==> src/rtl/oam_dma_arbiter_pkg.sv <==
// Shared definitions for the OAM-DMA arbiter slice.
//   dma_state_e  : sequencer states (idle, one-M-cycle start delay, copying)
//   DMA_LEN      : bytes per transfer, also the OAM index limit
//   DMA_REG_ADDR : CPU address of the DMA source register
//   T_COMMIT     : T-cycle on which M-cycle effects commit
//   dma_src_hi   : source high byte with the echo-RAM region folded down
package oam_dma_arbiter_pkg;

  localparam int          DMA_LEN      = 160;
  localparam logic [15:0] DMA_REG_ADDR = 16'hFF46;
  localparam logic [1:0]  T_COMMIT     = 2'd3;

  typedef enum logic [1:0] {
    DMA_IDLE,
    DMA_START,
    DMA_ACTIVE
  } dma_state_e;

  // E000-FFFF mirrors C000-DFFF, so clearing bit 5 maps Ex onto Cx.
  function automatic logic [7:0] dma_src_hi(input logic [7:0] reg_val);
    return (reg_val >= 8'hE0) ? (reg_val & 8'hDF) : reg_val;
  endfunction

endpackage

==> src/rtl/oam_dma_arbiter_dma_sequencer.sv <==
// DMA sequencer: state machine, byte index and bus-blocking flag.
//   clk, reset  : clock, synchronous active-high reset
//   t_cycle     : T-cycle within the current M-cycle (commits on 3)
//   trigger     : CPU wrote the DMA register this M-cycle (valid on t3)
//   xfer_valid  : a byte is being copied this M-cycle
//   index       : OAM index / source low byte of the current byte
//   dma_active  : the DMA owns the external bus
module oam_dma_arbiter_dma_sequencer
  import oam_dma_arbiter_pkg::*;
(
  input  logic       clk,
  input  logic       reset,
  input  logic [1:0] t_cycle,
  input  logic       trigger,
  output logic       xfer_valid,
  output logic [7:0] index,
  output logic       dma_active
);

  localparam logic [7:0] LAST_INDEX = 8'(DMA_LEN - 1);

  dma_state_e state_q, state_d;
  logic [7:0] index_q, index_d;
  logic       block_q, block_d;

  always_ff @(posedge clk) begin
    if (reset) begin
      state_q <= DMA_IDLE;
      index_q <= 8'd0;
      block_q <= 1'b0;
    end else begin
      state_q <= state_d;
      index_q <= index_d;
      block_q <= block_d;
    end
  end

  always_comb begin
    state_d = state_q;
    index_d = index_q;
    block_d = block_q;
    if (t_cycle == T_COMMIT) begin
      unique case (state_q)
        DMA_IDLE: begin
          if (trigger) begin
            state_d = DMA_START;
            block_d = 1'b0;
          end
        end
        DMA_START: begin
          // A retrigger simply restarts the delay; the flag is kept so a
          // start that interrupted a transfer keeps the bus locked.
          if (!trigger) begin
            state_d = DMA_ACTIVE;
            index_d = 8'd0;
          end
        end
        DMA_ACTIVE: begin
          // Trigger wins over end-of-transfer; the current byte is still
          // written because oam_we does not depend on the next state.
          if (trigger) begin
            state_d = DMA_START;
            index_d = 8'd0;
            block_d = 1'b1;
          end else if (index_q == LAST_INDEX) begin
            state_d = DMA_IDLE;
            index_d = 8'd0;
            block_d = 1'b0;
          end else begin
            index_d = index_q + 8'd1;
          end
        end
        default: begin
          state_d = DMA_IDLE;
          index_d = 8'd0;
          block_d = 1'b0;
        end
      endcase
    end
  end

  assign xfer_valid = (state_q == DMA_ACTIVE);
  assign index      = index_q;
  assign dma_active = (state_q == DMA_ACTIVE) || ((state_q == DMA_START) && block_q);

endmodule

==> src/rtl/oam_dma_arbiter.sv <==
// OAM-DMA register owner and external-bus arbiter.
//   clk, reset           : clock, synchronous active-high reset
//   t_cycle              : T-cycle within the M-cycle (commits on 3)
//   cpu_mem_* / cpu_addr : CPU memory port in; cpu_rdata returned
//   bus_*                : external bus (0000-FEFF), shared CPU/DMA
//   hi_*                 : high page FF00-FFFF except the DMA register
//   oam_we/addr/wdata    : OAM write port driven by the DMA
//   dma_active           : DMA currently owns the external bus
module oam_dma_arbiter
  import oam_dma_arbiter_pkg::*;
(
  input  logic        clk,
  input  logic        reset,
  input  logic [1:0]  t_cycle,
  input  logic        cpu_mem_enable,
  input  logic        cpu_mem_write,
  input  logic [15:0] cpu_addr,
  input  logic [7:0]  cpu_wdata,
  output logic [7:0]  cpu_rdata,
  output logic        bus_enable,
  output logic        bus_write,
  output logic [15:0] bus_addr,
  output logic [7:0]  bus_wdata,
  input  logic [7:0]  bus_rdata,
  output logic        hi_enable,
  output logic        hi_write,
  input  logic [7:0]  hi_rdata,
  output logic        oam_we,
  output logic [7:0]  oam_addr,
  output logic [7:0]  oam_wdata,
  output logic        dma_active
);

  logic        reg_hit, hi_hit, ext_hit;
  logic        trigger;
  logic [7:0]  dma_reg_q, dma_reg_d;
  logic        xfer_valid;
  logic [7:0]  index;
  logic [15:0] src_addr;

  always_comb begin
    reg_hit = (cpu_addr == DMA_REG_ADDR);
    hi_hit  = (cpu_addr[15:8] == 8'hFF) && !reg_hit;
    ext_hit = !reg_hit && !hi_hit;
    trigger = (t_cycle == T_COMMIT) && cpu_mem_enable && cpu_mem_write && reg_hit;
  end

  always_comb begin
    dma_reg_d = dma_reg_q;
    if (trigger) dma_reg_d = cpu_wdata;
  end

  always_ff @(posedge clk) begin
    if (reset) dma_reg_q <= 8'hFF;
    else       dma_reg_q <= dma_reg_d;
  end

  oam_dma_arbiter_dma_sequencer u_seq (
    .clk        (clk),
    .reset      (reset),
    .t_cycle    (t_cycle),
    .trigger    (trigger),
    .xfer_valid (xfer_valid),
    .index      (index),
    .dma_active (dma_active)
  );

  assign src_addr = {dma_src_hi(dma_reg_q), index};

  // While the DMA owns the bus the CPU is cut off completely: its writes
  // vanish and the bus shows only the DMA read (or nothing during a
  // blocked start).
  always_comb begin
    bus_enable = 1'b0;
    bus_write  = 1'b0;
    bus_addr   = cpu_addr;
    bus_wdata  = cpu_wdata;
    if (dma_active) begin
      bus_enable = xfer_valid;
      bus_addr   = src_addr;
      bus_wdata  = 8'h00;
    end else begin
      bus_enable = cpu_mem_enable && ext_hit;
      bus_write  = cpu_mem_enable && cpu_mem_write && ext_hit;
    end
  end

  // High page is never blocked so HRAM/IO stay usable during DMA.
  always_comb begin
    hi_enable = cpu_mem_enable && hi_hit;
    hi_write  = cpu_mem_enable && cpu_mem_write && hi_hit;
  end

  always_comb begin
    if (reg_hit)                    cpu_rdata = dma_reg_q;
    else if (hi_hit)                cpu_rdata = hi_rdata;
    else if (dma_active && ext_hit) cpu_rdata = 8'hFF;
    else                            cpu_rdata = bus_rdata;
  end

  always_comb begin
    oam_we    = xfer_valid && (t_cycle == T_COMMIT);
    oam_addr  = index;
    oam_wdata = bus_rdata;
  end

endmodule
==> config.mk <==
export PLATFORM = sky130hd
export DESIGN_NAME = oam_dma_arbiter
export DESIGN_NICKNAME = d
export VERILOG_FILES = /design/src/rtl/oam_dma_arbiter_pkg.sv /design/src/rtl/oam_dma_arbiter_dma_sequencer.sv /design/src/rtl/oam_dma_arbiter.sv
export SDC_FILE = /design/constraint.sdc
export NUM_CORES = 1
export LEC_CHECK = 0
export ABC_CLOCK_PERIOD_IN_PS = 6800
export CAP_MARGIN = 10
export CORE_UTILIZATION = 30
export DETAILED_ROUTE_END_ITERATION = 8
export PLACE_DENSITY = 0.71
export SLEW_MARGIN = 20
export SYNTH_ARGS = -nofsm -noshare
export SYNTH_HDL_FRONTEND = slang
export SYNTH_SLANG_ARGS = --single-unit
==> constraint.sdc <==
create_clock -name clk -period 6.8 [get_ports clk]
set_input_delay 2.04 -clock clk [delete_from_list [all_inputs] [get_ports clk]]
set_output_delay 2.04 -clock clk [all_outputs]
set_load 0.05 [all_outputs]
==> impl_metrics.ini <==
[logic_synthesis]
synth.most_common_cell = nand2_1
yosys-top-cells-count = 87 x nand2_1, 20 x nor2_1, 19 x dfxtp_1, 11 x a31oi_1
syn_avg_cell_area_sq_um = 6.34
synth_flop_cell = dfxtp_1
synth-async-reset-ratio = 0
synth_cell_types = 40
synth-seq-cells = 19
synth.cell_area_sq_mm = 0.00149
synth_edf_count = 0
yosys.area.top_type = dfxtp_1
ys_top_cells_by_area = dfxtp_1 26%, nand2_1 22%, nor2_1 5.0%
yosys_warnings = 0
synth_top_area_frac = 0.255
ys_seq_area_frac = 0.255
synth_nets = 282
postSynthCellCount = 235

[route]
drtPass1Iterations = 4
final_antenna_net_count = 0
drtIter0Drc = 93
wl_per_cell_um = 13.1
route.final.wire_length_mm = 5.07
viasPerCell = 4.73
via_count = 1827
drc = 0

[worst_setup_path]
reg2reg_from = u_seq.index[0]
max_stage_delay_ns = 0.82
crit_cells = 7
crit_fanout = 10
worstPathRequired_ns = 4.76
r2r-end = u_seq.index[6]
cp.arrival_ns = 4.32
timing.critical_path.to = cpu_rdata[6]
critPathTopFamily = buffers and inverters
cp_common_cell = clkdlybuf4s50_1
reg2reg_slack_ns = 4.87
path_cells = clkdlybuf4s50_1, nand4_1, or2_1, nand2_1, nor2_1, a31oi_1, clkdlybuf4s50_1
path_class = input port to output pin
cp-start-kind = input port
cp_slowest_cell = clkdlybuf4s50_1
end_kind = output pin
path_buf_inv = 2
r2r_cells = 6
setup.worst_path.start = cpu_addr[13]

[power_and_ir_drop]
powerDensity_mw_per_mm2 = 122
p_leak_nw = 1.02
power_mw = 0.308
irDropWorstVdd_mv = 0.0773

[global_route]
grt_pass1_wl_mm = 7.89
grt_pass1_vias = 1631
grt-ovfl-total = 0
grt_max_degree = 22
grt_antenna_before_repair = 0
track_usage = 0.189

[run]
drv_cap = 0

[cts]
cts_buffers = 3
clk_pin_slew_ns = 0.07
numClockSinks = 19
tritoncts = built
post_cts_resized = 0
cts_setup_buffers = 0
cts_max_level = 1
ctsHoldBuffers = 0
cts_buffer_depth = 2
cts-root-buf = clkbuf_8
clkLatencyLatePin_ns = 0.25

[placed_design]
place_congestion = 0.805
hpwlAfterDp_mm = 3.91
io_buffers = 99

[die]
rows = 25
dieArea_sq_mm = 0.00525
die_w_um = 72.5
die_y_um = 72.5
num_io_pins = 100
start_util = 0.313
coreArea_sq_mm = 0.00475

[timing]
tns_ns = 0
fin_worst_skew_ns = 0.00323
setup_viol = 0
hold_slack_ns = 0.502
relSlewSlack = 0.514
fin_crit_sh = 0.936
hold_viol = 0
rsz0062_at_grt = false
max_freq_ghz = 0.157
slew_viol_final = 0
tightest_slew_ns = 0.727
min_period_ns = 6.36

[finish]
areaGrowthSynthToFinish_pct = 68.9
layout-drive-gt1-share = 0.0313
nets = 367
fillerInstances = 496
diodes = 0

[min_path]
hp-class = flop to flop

[outcome]
outcome = finished clean
==> worst min-delay path: stages, from the launching register on <==
cell and delay [ns]:
dfxtp_1 0.33, nand2_1 0.06, a31oi_1 0.06
==> worst min-delay path by stage <==
stage / slack, ns / from / cells after the start / endpoint
after CTS: 0.50 / u_seq.block_q / 2 / u_seq.block_q
after detailed placement: 0.49 / u_seq.block_q / 2 / u_seq.block_q
after floorplan: 0.46 / dma_reg_q[0] / 2 / dma_reg_q[0]
after global placement: 0.49 / dma_reg_q[2] / 2 / dma_reg_q[2]
after global routing: 0.54 / dma_reg_q[3] / 2 / dma_reg_q[3]
final: 0.50 / u_seq.block_q / 2 / u_seq.block_q
==> state kept, by name, summed over array words and instances (netlist names) <==
| name | flops |
|---|---|
| dma_reg_q | 8 |
| u_seq.index | 8 |
| u_seq.state_q | 2 |
| u_seq.block_q | 1 |
==> logic make-up after synthesis <==
family | count (synthesis) | synth area share
AO/OA/AOI/OAI | 37 | 0.166
adder cells (fa/ha/maj) | 1 | 0.00840
buffers and inverters | 25 | 0.0857
flip-flops | 19 | 0.255
multiplexers | 1 | 0.00672
AND/OR/NAND/NOR | 152 | 0.478
==> metal layers <==
| metal | global-route usage | part of all wire |
|---|---|---|
| met2 | 0.312 | 0.46 |
| met1 | 0.254 | 0.47 |
| met5 | 0 | 0 |
| met4 | 0.0610 | 0.010 |
| met3 | 0.0278 | 0.066 |
==> stage by stage <==
step           setup WS, ns  std cells   util  cell area, sq um
2_1_floorplan          1.05        235      -              1490
4_1_cts               0.439        386  0.529              2510
6_report              0.438        386  0.529              2510
5_1_grt               0.231        386  0.529              2510
3_3_place_gp          0.449        382  0.519              2470
3_5_place_dp          0.439        382  0.519              2470
==> where the power goes <==
| group | internal [mW] | total (mW) | switching (mW) |
|---|---|---|---|
| logic | 0.0507 | 0.118 | 0.0672 |
| registers | 0.111 | 0.111 | 0.000000139 |
| clock network | 0.0416 | 0.0789 | 0.0372 |
==> cell type report <==
class | instances | area [sq um] | share of cell area
Inverter | 4 | 15.0 | 0.00597
Clock buffer | 4 | 45.0 | 0.0179
Tap cell | 67 | 83.8 | 0.0333
Sequential cell | 19 | 380 | 0.151
Multi-Input combinational cell | 191 | 985 | 0.392
Timing Repair Buffer | 101 | 1010 | 0.400
==> cells in the final DEF, fill, tap and decap left out, types with 2 or more instances in the layout <==
cell type and n:
nand3b_1 8, clkbuf_8 3, a21oi_1 3, clkdlybuf4s50_1 99, nand2b_1 3, nor3_1 4
and2_1 10, and3_1 2, inv_1 4, o21ai_0 7, nand3_1 4, a31oi_1 11
a22oi_1 2, buf_4 2, o32ai_1 2, dfxtp_1 19, o211ai_1 2, nand2_1 87
nand4_1 3, nor2_1 20, nor2b_1 3
Power figures use the tool's default switching activity.
